**config.mk**
```make
export PLATFORM = sky130hd
export DESIGN_NAME = ft64_pti_deframer_flat
export DESIGN_NICKNAME = d
export VERILOG_FILES = /design/src/rtl/ft64_pti_deframer_pkg.sv /design/src/rtl/ft64_pti_deframer_if.sv /design/src/rtl/ft64_pti_deframer_wordreg.sv /design/src/rtl/ft64_pti_deframer.sv /design/src/flat_wrapper.sv
export SDC_FILE = /design/constraint.sdc
export NUM_CORES = 1
export LEC_CHECK = 0
export CORE_ASPECT_RATIO = 1.5
export CORE_MARGIN = 3
export CORE_UTILIZATION = 55
export CTS_CLUSTER_SIZE = 30
export DETAILED_ROUTE_END_ITERATION = 10
export PLACE_DENSITY_LB_ADDON = 0.1
export SLEW_MARGIN = 20
export SYNTH_ARGS = -nofsm -noshare
export SYNTH_HDL_FRONTEND = slang
export SYNTH_SLANG_ARGS = --single-unit
export TNS_END_PERCENT = 30
```
**constraint.sdc**
```tcl
create_clock -name clk_i -period 5 [get_ports clk_i]
set_input_delay 1 -clock clk_i [delete_from_list [all_inputs] [get_ports clk_i]]
set_output_delay 1 -clock clk_i [all_outputs]
set_load 0.005 [all_outputs]
```
**src/rtl/ft64_pti_deframer_pkg.sv**
```systemverilog
// Shared types and constants for the PTI receive deframer: FSM states,
// output word layout and frame-counter helpers.
package ft64_pti_deframer_pkg;

    typedef enum logic [2:0] {
        ST_HUNT    = 3'd0,
        ST_CMD     = 3'd1,
        ST_LEN     = 3'd2,
        ST_PAYLOAD = 3'd3,
        ST_CSUM    = 3'd4,
        ST_ABORT   = 3'd5
    } state_e;

    localparam logic [7:0] SOF_BYTE_DEF = 8'hA5;
    localparam int         CNT_W        = 16;
    localparam logic [CNT_W-1:0] CNT_MAX = '1;

    // 64 data bits plus 11 tag bits travel together through the output register.
    typedef struct packed {
        logic [7:0]  cmd;
        logic        sof;
        logic        last;
        logic        err;
        logic [63:0] dat;
    } word_t;

    function automatic logic [CNT_W-1:0] sat_inc(input logic [CNT_W-1:0] v);
        return (v == CNT_MAX) ? v : v + 1'b1;
    endfunction

endpackage

```
**src/rtl/ft64_pti_deframer_if.sv**
```systemverilog
// Byte-in / word-out streaming bundle of the PTI deframer.
// Handshake: a transfer happens on a rising clock edge where valid and ready are
// both high; a producer keeps valid and its payload stable until that edge.
interface ft64_pti_deframer_if;

    logic        b_valid_i;
    logic        b_ready_o;
    logic [7:0]  b_dat_i;

    logic        w_valid_o;
    logic        w_ready_i;
    logic [63:0] w_dat_o;
    logic        w_sof_o;
    logic        w_last_o;
    logic        w_err_o;
    logic [7:0]  w_cmd_o;

    // master: the deframer itself
    modport master (
        input  b_valid_i, b_dat_i, w_ready_i,
        output b_ready_o, w_valid_o, w_dat_o, w_sof_o, w_last_o, w_err_o, w_cmd_o
    );

    // slave: the byte source and word sink around it
    modport slave (
        output b_valid_i, b_dat_i, w_ready_i,
        input  b_ready_o, w_valid_o, w_dat_o, w_sof_o, w_last_o, w_err_o, w_cmd_o
    );

endinterface

```
**src/rtl/ft64_pti_deframer_wordreg.sv**
```systemverilog
// Output holding register: a word can be loaded already valid, or loaded held
// (invisible) and released later with its final error flag.
module ft64_pti_deframer_wordreg
    import ft64_pti_deframer_pkg::*;
(
    input  logic  clk_i,
    input  logic  rst_i,
    input  logic  load_i,
    input  logic  load_vld_i,
    input  word_t load_word_i,
    input  logic  rel_i,
    input  logic  rel_err_i,
    input  logic  ready_i,
    output logic  valid_o,
    output logic  held_o,
    output word_t word_o
);

    logic  valid_q, valid_d;
    logic  held_q,  held_d;
    word_t word_q,  word_d;

    always_comb begin
        valid_d = valid_q;
        held_d  = held_q;
        word_d  = word_q;
        if (valid_q && ready_i) begin
            valid_d = 1'b0;
        end
        // A load in the same cycle as a take replaces the word without a bubble.
        if (load_i) begin
            word_d  = load_word_i;
            valid_d = load_vld_i;
            held_d  = ~load_vld_i;
        end else if (rel_i && held_q) begin
            word_d.err = rel_err_i;
            valid_d    = 1'b1;
            held_d     = 1'b0;
        end
    end

    always_ff @(posedge clk_i) begin
        if (rst_i) begin
            valid_q <= 1'b0;
            held_q  <= 1'b0;
            word_q  <= '0;
        end else begin
            valid_q <= valid_d;
            held_q  <= held_d;
            word_q  <= word_d;
        end
    end

    assign valid_o = valid_q;
    assign held_o  = held_q;
    assign word_o  = word_q;

endmodule

```
**src/rtl/ft64_pti_deframer.sv**
```systemverilog
// PTI receive deframer: hunts SOF, parses CMD/LEN/payload/CSUM, packs payload
// little-endian into 64-bit words, aborts stalled frames after an idle timeout.
module ft64_pti_deframer
    import ft64_pti_deframer_pkg::*;
#(
    parameter logic [7:0] SOF_BYTE = SOF_BYTE_DEF,
    parameter int         TIMEOUT  = 1024
) (
    input  logic               clk_i,
    input  logic               rst_i,
    ft64_pti_deframer_if.master pti_io,
    output logic [CNT_W-1:0]   frm_ok_o,
    output logic [CNT_W-1:0]   frm_bad_o,
    output state_e             dbg_state_o
);

    localparam int IDLE_W = $clog2(TIMEOUT);
    localparam logic [IDLE_W-1:0] IDLE_LAST = IDLE_W'(TIMEOUT - 1);

    state_e             state_q, state_d;
    logic [7:0]         cmd_q, cmd_d;
    logic [7:0]         sum_q, sum_d;
    logic [7:0]         wcnt_q, wcnt_d;
    logic [2:0]         idx_q, idx_d;
    logic [55:0]        asm_q, asm_d;
    logic               emitted_q, emitted_d;
    logic               ab_loaded_q, ab_loaded_d;
    logic [IDLE_W-1:0]  idle_q, idle_d;
    logic [CNT_W-1:0]   ok_q, ok_d;
    logic [CNT_W-1:0]   bad_q, bad_d;

    logic  wr_valid, wr_held;
    word_t wr_word;
    logic  ld, ld_vld, rel, rel_err;
    word_t ld_word, abort_word;
    logic  ok_inc, bad_inc;

    logic  b_ready, b_acc, w_take, occupied, wr_free;
    logic  in_frame, counting, timeout;

    assign w_take   = wr_valid & pti_io.w_ready_i;
    assign wr_free  = ~(wr_valid & ~pti_io.w_ready_i);
    assign occupied = (wr_valid & ~pti_io.w_ready_i) | wr_held;

    always_comb begin
        b_ready = 1'b1;
        if (state_q == ST_PAYLOAD && idx_q == 3'd7 && occupied) begin
            b_ready = 1'b0;
        end
        if (state_q == ST_ABORT) begin
            b_ready = 1'b0;
        end
    end

    assign b_acc    = pti_io.b_valid_i & b_ready;
    assign in_frame = (state_q == ST_CMD) || (state_q == ST_LEN) ||
                      (state_q == ST_PAYLOAD) || (state_q == ST_CSUM);
    // Output back-pressure holds b_ready low, which keeps the idle counter frozen.
    assign counting = in_frame & ~b_acc & b_ready;
    assign timeout  = counting & (idle_q == IDLE_LAST);

    always_comb begin
        if (!in_frame || b_acc || timeout) begin
            idle_d = '0;
        end else if (counting) begin
            idle_d = idle_q + IDLE_W'(1);
        end else begin
            idle_d = idle_q;
        end
    end

    always_comb begin
        state_d     = state_q;
        cmd_d       = cmd_q;
        sum_d       = sum_q;
        wcnt_d      = wcnt_q;
        idx_d       = idx_q;
        asm_d       = asm_q;
        emitted_d   = emitted_q;
        ab_loaded_d = ab_loaded_q;
        ok_inc      = 1'b0;
        bad_inc     = 1'b0;
        ld          = 1'b0;
        ld_vld      = 1'b0;
        ld_word     = '0;
        rel         = 1'b0;
        rel_err     = 1'b0;
        abort_word  = {cmd_q, ~emitted_q, 1'b1, 1'b1, 64'd0};

        case (state_q)
            ST_HUNT: begin
                if (b_acc && pti_io.b_dat_i == SOF_BYTE) begin
                    state_d = ST_CMD;
                end
            end
            ST_CMD: begin
                if (b_acc) begin
                    cmd_d   = pti_io.b_dat_i;
                    sum_d   = pti_io.b_dat_i;
                    state_d = ST_LEN;
                end
            end
            ST_LEN: begin
                if (b_acc) begin
                    sum_d = sum_q + pti_io.b_dat_i;
                    if (pti_io.b_dat_i == 8'd0) begin
                        bad_inc = 1'b1;
                        state_d = ST_HUNT;
                    end else begin
                        wcnt_d    = pti_io.b_dat_i;
                        idx_d     = 3'd0;
                        emitted_d = 1'b0;
                        state_d   = ST_PAYLOAD;
                    end
                end
            end
            ST_PAYLOAD: begin
                if (b_acc) begin
                    sum_d = sum_q + pti_io.b_dat_i;
                    asm_d = {pti_io.b_dat_i, asm_q[55:8]};
                    idx_d = idx_q + 3'd1;
                    if (idx_q == 3'd7) begin
                        ld              = 1'b1;
                        ld_word.cmd     = cmd_q;
                        ld_word.sof     = ~emitted_q;
                        ld_word.last    = (wcnt_q == 8'd1);
                        ld_word.dat     = {pti_io.b_dat_i, asm_q};
                        if (wcnt_q == 8'd1) begin
                            // Final word waits invisible until its checksum is known.
                            ld_vld  = 1'b0;
                            state_d = ST_CSUM;
                        end else begin
                            ld_vld    = 1'b1;
                            emitted_d = 1'b1;
                            wcnt_d    = wcnt_q - 8'd1;
                        end
                    end
                end
            end
            ST_CSUM: begin
                if (b_acc) begin
                    rel     = 1'b1;
                    rel_err = (pti_io.b_dat_i != sum_q);
                    ok_inc  = (pti_io.b_dat_i == sum_q);
                    bad_inc = (pti_io.b_dat_i != sum_q);
                    state_d = ST_HUNT;
                end
            end
            ST_ABORT: begin
                if (!ab_loaded_q) begin
                    if (wr_free) begin
                        ld          = 1'b1;
                        ld_vld      = 1'b1;
                        ld_word     = abort_word;
                        ab_loaded_d = 1'b1;
                    end
                end else if (w_take) begin
                    state_d = ST_HUNT;
                end
            end
            default: state_d = ST_HUNT;
        endcase

        if (timeout) begin
            bad_inc = 1'b1;
            idx_d   = 3'd0;
            if (emitted_q || wr_held) begin
                state_d     = ST_ABORT;
                ld          = wr_free;
                ld_vld      = 1'b1;
                ld_word     = abort_word;
                ab_loaded_d = wr_free;
            end else begin
                state_d = ST_HUNT;
            end
        end
    end

    assign ok_d  = ok_inc  ? sat_inc(ok_q)  : ok_q;
    assign bad_d = bad_inc ? sat_inc(bad_q) : bad_q;

    always_ff @(posedge clk_i) begin
        if (rst_i) begin
            state_q     <= ST_HUNT;
            cmd_q       <= '0;
            sum_q       <= '0;
            wcnt_q      <= '0;
            idx_q       <= '0;
            asm_q       <= '0;
            emitted_q   <= 1'b0;
            ab_loaded_q <= 1'b0;
            idle_q      <= '0;
            ok_q        <= '0;
            bad_q       <= '0;
        end else begin
            state_q     <= state_d;
            cmd_q       <= cmd_d;
            sum_q       <= sum_d;
            wcnt_q      <= wcnt_d;
            idx_q       <= idx_d;
            asm_q       <= asm_d;
            emitted_q   <= emitted_d;
            ab_loaded_q <= ab_loaded_d;
            idle_q      <= idle_d;
            ok_q        <= ok_d;
            bad_q       <= bad_d;
        end
    end

    ft64_pti_deframer_wordreg u_wordreg (
        .clk_i       (clk_i),
        .rst_i       (rst_i),
        .load_i      (ld),
        .load_vld_i  (ld_vld),
        .load_word_i (ld_word),
        .rel_i       (rel),
        .rel_err_i   (rel_err),
        .ready_i     (pti_io.w_ready_i),
        .valid_o     (wr_valid),
        .held_o      (wr_held),
        .word_o      (wr_word)
    );

    assign pti_io.b_ready_o = b_ready;
    assign pti_io.w_valid_o = wr_valid;
    assign pti_io.w_dat_o   = wr_word.dat;
    assign pti_io.w_sof_o   = wr_word.sof;
    assign pti_io.w_last_o  = wr_word.last;
    assign pti_io.w_err_o   = wr_word.err;
    assign pti_io.w_cmd_o   = wr_word.cmd;

    assign frm_ok_o    = ok_q;
    assign frm_bad_o   = bad_q;
    assign dbg_state_o = state_q;

endmodule
```
**src/flat_wrapper.sv**
```systemverilog
// flat-port wrapper written by rule: the top's interface ports become plain ports
module ft64_pti_deframer_flat import ft64_pti_deframer_pkg::*;
#(
    parameter logic [7:0] SOF_BYTE = SOF_BYTE_DEF,
    parameter int         TIMEOUT  = 1024
)
  (clk_i, rst_i, frm_ok_o, frm_bad_o, dbg_state_o, pti_io_b_valid_i, pti_io_b_dat_i, pti_io_w_ready_i, pti_io_b_ready_o, pti_io_w_valid_o, pti_io_w_dat_o, pti_io_w_sof_o, pti_io_w_last_o, pti_io_w_err_o, pti_io_w_cmd_o);
  ft64_pti_deframer_if pti_io_i ();
  input  logic clk_i;
  input  logic rst_i;
  output logic [CNT_W-1:0] frm_ok_o;
  output logic [CNT_W-1:0] frm_bad_o;
  output state_e dbg_state_o;
  input wire logic [$bits(pti_io_i.b_valid_i)-1:0] pti_io_b_valid_i;
  input wire logic [$bits(pti_io_i.b_dat_i)-1:0] pti_io_b_dat_i;
  input wire logic [$bits(pti_io_i.w_ready_i)-1:0] pti_io_w_ready_i;
  output wire logic [$bits(pti_io_i.b_ready_o)-1:0] pti_io_b_ready_o;
  output wire logic [$bits(pti_io_i.w_valid_o)-1:0] pti_io_w_valid_o;
  output wire logic [$bits(pti_io_i.w_dat_o)-1:0] pti_io_w_dat_o;
  output wire logic [$bits(pti_io_i.w_sof_o)-1:0] pti_io_w_sof_o;
  output wire logic [$bits(pti_io_i.w_last_o)-1:0] pti_io_w_last_o;
  output wire logic [$bits(pti_io_i.w_err_o)-1:0] pti_io_w_err_o;
  output wire logic [$bits(pti_io_i.w_cmd_o)-1:0] pti_io_w_cmd_o;
  assign pti_io_i.b_valid_i = pti_io_b_valid_i;
  assign pti_io_i.b_dat_i = pti_io_b_dat_i;
  assign pti_io_i.w_ready_i = pti_io_w_ready_i;
  assign pti_io_b_ready_o = pti_io_i.b_ready_o;
  assign pti_io_w_valid_o = pti_io_i.w_valid_o;
  assign pti_io_w_dat_o = pti_io_i.w_dat_o;
  assign pti_io_w_sof_o = pti_io_i.w_sof_o;
  assign pti_io_w_last_o = pti_io_i.w_last_o;
  assign pti_io_w_err_o = pti_io_i.w_err_o;
  assign pti_io_w_cmd_o = pti_io_i.w_cmd_o;
  ft64_pti_deframer #(.SOF_BYTE(SOF_BYTE), .TIMEOUT(TIMEOUT)) u_core (.clk_i(clk_i), .rst_i(rst_i), .pti_io(pti_io_i), .frm_ok_o(frm_ok_o), .frm_bad_o(frm_bad_o), .dbg_state_o(dbg_state_o));
endmodule
```
Yosys cells after proc, flatten, opt, wreduce, memory -nomap -nowiden. Cells that the tools add are included.

Memories: 0. Logic and storage cells: 175. ROM bits: 0. Latch bits: 0. Output and inout bits: 112. RAM bits: 0. Bits in registers: 207. Input port bits: 12.

$mul: 0. Add/sub/neg operators: 6. Equal/unequal tests: 29. Mux-type cells: 79. Divide/modulo/power cells: 0. Reduce and logical (&&, ||, !) cells: 29. $lt $le $gt $ge: 0. Shifts and indexed selects: 0. Bitwise operators: 14.

Operators by type and width (number): two-way mux 75 bit (4); two-way mux 64 bit (2); one-hot mux 64 bit (2 select lines) (1); two-way mux 8 bit (7); two-way mux 3 bit (14); two-way mux 1 bit (39); adder 16 x 1 -> 16 bit, second input constant (2); equality test 16 bit, second input constant (2); one-hot mux 8 bit (2 select lines) (2); != test 3 x 1 -> 1 bit, second input constant (7); two-way mux 10 bit (2); one-hot mux 10 bit (2 select lines) (1); one-hot mux 3 bit (6 select lines) (1); adder 10 x 1 -> 10 bit, second input constant (1); equality test 10 bit, second input constant (1); equality test 3 bit, second input constant (3); AND reduction 9 bit (1); adder 8 bit (1); equality test 8 x 1 -> 1 bit, second input constant (1); equality test 8 bit (1); equality test 8 bit, second input constant (1); logical NOT 8 bit (1); != test 2 x 1 -> 1 bit, second input constant (4); != test 8 bit (1); other kinds (23) (57).

Depth between registers and ports, before layout.
Word-level depth: 14. Gate-level depth with buffers: 10. Gate-level depth less buffers: 9.

Cells and area by module. Synthesis repeated with hierarchy kept, for this count alone.

Cell total of the unflattened synthesis: 1092. Area total of the unflattened synthesis: 9298.9 um^2.

By module, submodules not included: ft64_pti_deframer (area each 6486.2 um^2, sequential area each 2602.5 um^2, times used 1, cells an instance 839); ft64_pti_deframer_wordreg (area each 2812.7 um^2, sequential area each 1541.5 um^2, times used 1, cells an instance 253).

Worst setup path after synthesis. Ideal clock, no wire load.

Kind: input to register. From: input port pti_io_b_dat_i[6]. To: register u_core.bad_q[4], in the netlist u_core.frm_bad_o[4]. Path buffers: 0. Data required time: 4.879 ns. Arrival: 2.612 ns. Setup slack: 2.267 ns. Library setup time: 0.121 ns. Cell stages on the path: 7. Path through: ha_1 > nor4_1 > and3_1 > o2bb2ai_1 > o21a_4 > and4_4 > mux2_4.

Longest elaborated chain between the ends: 6. Elaborated cells on any way between the ends: 8. Classes of those cells: eq/ne: 1; mux: 5; reduce/logical: 2.

Ends and longest elaborated chain: start, declared (line flat_wrapper.sv:15) `input wire logic [$bits(pti_io_i.b_dat_i)-1:0] pti_io_b_dat_i;`; logical NOT 8 bit (line ft64_pti_deframer.sv:106) `if (pti_io.b_dat_i == 8'd0) begin`; two-way mux 1 bit (line ft64_pti_deframer.sv:106); two-way mux 1 bit (line ft64_pti_deframer.sv:104) `if (b_acc) begin`; one-hot mux 1 bit (2 select lines) * (line ft64_pti_deframer.sv:90) `case (state_q)`; two-way mux 1 bit * (line ft64_pti_deframer.sv:164) `if (timeout) begin`; AND reduction 2 bit (no line) *; end signal, assigned (line ft64_pti_deframer.sv:194) `bad_q <= '0;`; end signal, assigned (line ft64_pti_deframer.sv:206) `bad_q <= bad_d;`; end, declared (line ft64_pti_deframer.sv:30) `logic [CNT_W-1:0] bad_q, bad_d;`.

Mark *: on every way between the ends. The rest lies on a longest branch, timed or not. A chain may end at the register's enable or synchronous reset.

Final worst setup path.
From: input port pti_io_w_ready_i. To: output port pti_io_b_ready_o.

Longest elaborated chain between the ends: 6.

Ends and longest elaborated chain: start, declared (line flat_wrapper.sv:16) `input wire logic [$bits(pti_io_i.w_ready_i)-1:0] pti_io_w_ready_i;`; inverter 1 bit (line ft64_pti_deframer.sv:43) `assign occupied = (wr_valid & ~pti_io.w_ready_i) | wr_held;`; bitwise AND 1 bit (line ft64_pti_deframer.sv:43); OR 1 bit (line ft64_pti_deframer.sv:43); logical AND 1 bit (line ft64_pti_deframer.sv:47) `if (state_q == ST_PAYLOAD && idx_q == 3'd7 && occupied) begin`; two-way mux 1 bit (line ft64_pti_deframer.sv:47); two-way mux 1 bit (line ft64_pti_deframer.sv:50) `if (state_q == ST_ABORT) begin`; end, declared (line flat_wrapper.sv:17) `output wire logic [$bits(pti_io_i.b_ready_o)-1:0] pti_io_b_ready_o;`.

No other way between the ends.

==> flow_summary.ini <==
[placement]
port_buffers = 123
dp_slack_ns = 1.06
placedInstanceArea_um2 = 9780
gp_congestion = 0.877
dp.final_hpwl_um = 13500
dp.cells = 1215

[clocking]
cts_tree = built
postCtsHoldBufs = 0
clk_latency_ns = 0.49
ctsResizeCount = 0
cts_root_buffer = clkbuf_16
cts.path.max_buffers = 3
cts_setup_buffers = 0
clock_sinks = 207
htree_levels = 1
clkSlewWorstSetupHoldPaths_ns = 0.06
cts_made_buffers = 20

[timing]
fmax_mhz = 258
maxSlewHeadroom_pct = 30.7
rsz0062_at_grt = no
finalSetupViolations = 0
period_needed_ns = 3.87
worst_slack_ns = 1.13
hold_violations = 0
maxSlewViolCount = 0
fin_tns_setup_ns = 0
fin_hold_ws_ns = 0.454
fin_crit_sh_pct = 77.4
tightest_slew_ns = 1.04
finalClockSkew_ns = 0.0108

[pwr]
pwr-share-comb_pct = 9.7
p_int_mw = 2.85
p_sw_mw = 0.887
p_clk_share_pct = 44.0
total_power_mw = 3.74
power_density_nw_per_um2 = 356
swShare_pct = 23.7
p_seq_share_pct = 46.3
max-vdd-ir-drop_mv = 0.265
p_leak_nw = 3.74

[logic_synthesis]
ys.flop_type = dfxtp_1
synth_nets = 974
synth_seq_cells = 207
async_flop_share_pct = 0
synth_top_cell_area_share_pct = 48.4
synth_most_common_cell = dfxtp_1
synth_top_family_by_area = simple AND/OR/NAND/NOR gates
synth_area_leaders = dfxtp_1 48%, nand2_1 7.4%, a22o_1 6.8%, a21oi_1 4.9%, nor2_1 3.4%
synth-simple-area-share_pct = 20.2
synthCells = 947
muxShareOfSynthArea_pct = 2.49
yosys_warnings = 0
seq_area_frac_synth_pct = 48.4
synthTopCellsByCount = 207 x dfxtp_1, 169 x nand2_1, 84 x a21oi_1, 78 x nor2_1, 66 x a22o_1
synth_xor_area_share_pct = 3.58
synth_cell_types = 68
synth_edf_count = 0
syn_area_um2 = 8560
synth.avg_cell_area_um2 = 9.04
yosysTopAreaCell = dfxtp_1
synth_compound_gate_area_share_pct = 18.8
synthAdderAreaFrac_pct = 2.28

[cells_and_area]
insertedDiodeCount = 0
area_delta_synth_final_pct = 22.7
final_cells = 1250
nNetsFinal = 1065
layout-drive-gt1-share_pct = 5.99
fin_util_pct = 69.3
stdcell_area_um2 = 10500

[global_routing]
overflow = 0
first_global_vias = 6968
grt_max_degree = 69
antenna_found_initial = 0
grt_pass1_wl_um = 33700
grtUsageTotal_pct = 23.4

[floorplanning]
rows = 55
dieArea_um2 = 17100
start_util_pct = 56.5
core_um2 = 15100
ios = 124
fp.dieH_um = 159
die_w_um = 108

[drt]
avgRoutedWirePerCell_um = 16.1
wl_um = 20200
drc_errors = 0
drtPass1Iterations = 6
viasPerCell = 5.72
ant_nets = 0
first_iter_violations = 373
num_vias = 7147

[worst_setup_path]
critPathRequiredTime_ns = 4.00
cp-end-kind = output pin
path_class = in -> out
r2r.worst_path.cells = 6
arrival_ns = 2.87
cp-start-kind = primary input
path_max_fanout = 7

[min_path]
min_path_type = reg -> reg
hold_depth = 2

[flow_run]
max_cap_violations = 0

[status]
status = complete, no violations
[worst max-delay path, stage by stage]
cell,delay (ns)
clkdlybuf4s50_1,0.42
nor2b_1,0.56
o211ai_4,0.17
nand2_1,0.21
inv_1,0.07
clkdlybuf4s50_1,0.44
[final cells by class]
class                           instances  area [um2]
Clock buffer                           28         582
Clock inverter                          7         139
Inverter                               13        48.8
Tap cell                              199         249
Sequential cell                       207        4140
Multi-Input combinational cell        668        4070
Timing Repair Buffer                  128        1270
Fill cell                            1243        4640
[cells by family after synthesis]
| kind of cell | count (synthesis) |
|---|---|
| AND/OR/NAND/NOR | 369 |
| AO/OA/AOI/OAI | 229 |
| flip-flops | 207 |
| buffers and inverters | 72 |
| XOR/XNOR | 35 |
| multiplexers | 20 |
| adder cells (fa/ha/maj) | 15 |
[final timing paths]
kind	startpoint	to	slack (ns)
max	pti_io_w_ready_i	pti_io_b_ready_o	1.13
min	u_core.asm_q[1]	u_core.asm_q[1]	0.45
max reg2reg	u_core.dbg_state_o[1]	u_core.u_wordreg.word_o[47]	2.08
min reg2reg	u_core.asm_q[1]	u_core.asm_q[1]	0.45
[placed cells by master, fill, tap and decap left out, types with 3 or more instances in the layout]
master,instances
a21oi_1,84
nor2b_1,10
bufinv_16,4
xnor2_1,14
a22o_1,66
clkdlybuf4s50_1,122
nor2_1,78
a31oi_1,11
xor2_1,21
dfxtp_1,207
ha_1,14
clkbuf_16,21
o211ai_1,10
mux2i_1,16
or3_1,4
o21a_1,4
nand3b_1,4
inv_1,12
buf_4,6
nand2b_1,4
and4_1,7
clkbuf_1,4
nand3_1,19
nor4_1,7
nand2_1,169
and3_1,14
or2_2,3
o21ai_0,19
clkbuf_8,3
nor3_1,18
a311oi_1,5
and2_1,5
nand4_1,10
a211oi_1,7
[flip-flops by register name, indices dropped and copies added (netlist names)]
register / cells
u_core.u_wordreg.word_o: 75
u_core.asm_q: 56
u_core.frm_bad_o: 16
u_core.frm_ok_o: 16
u_core.idle_q: 10
u_core.cmd_q: 8
u_core.sum_q: 8
u_core.wcnt_q: 8
u_core.dbg_state_o: 3
u_core.idx_q: 3
u_core.ab_loaded_q: 1
u_core.emitted_q: 1
u_core.u_wordreg.held_o: 1
u_core.u_wordreg.valid_o: 1
[power groups by stage]
stage               Sequential, mW  Combinational, mW  Clock, mW
floorplan                     1.75              0.296          0
global placement              1.77              0.355          0
detailed placement            1.77              0.363          0
CTS                           1.73              0.364       1.66
global route                  1.74              0.407       1.73
finish                        1.73              0.363       1.64
[per-layer routing]
| metal | GRT usage [%] | up-vias | share of wire [%] |
|---|---|---|---|
| li1 | - | 3519 | - |
| met1 | 29.1 | 3367 | 41 |
| met2 | 41.1 | 208 | 51 |
| met3 | 3.33 | 53 | 4.7 |
| met4 | 7.75 | 0 | 2.8 |
| met5 | 0 | - | 0 |
Power figures use the tool's default switching activity.
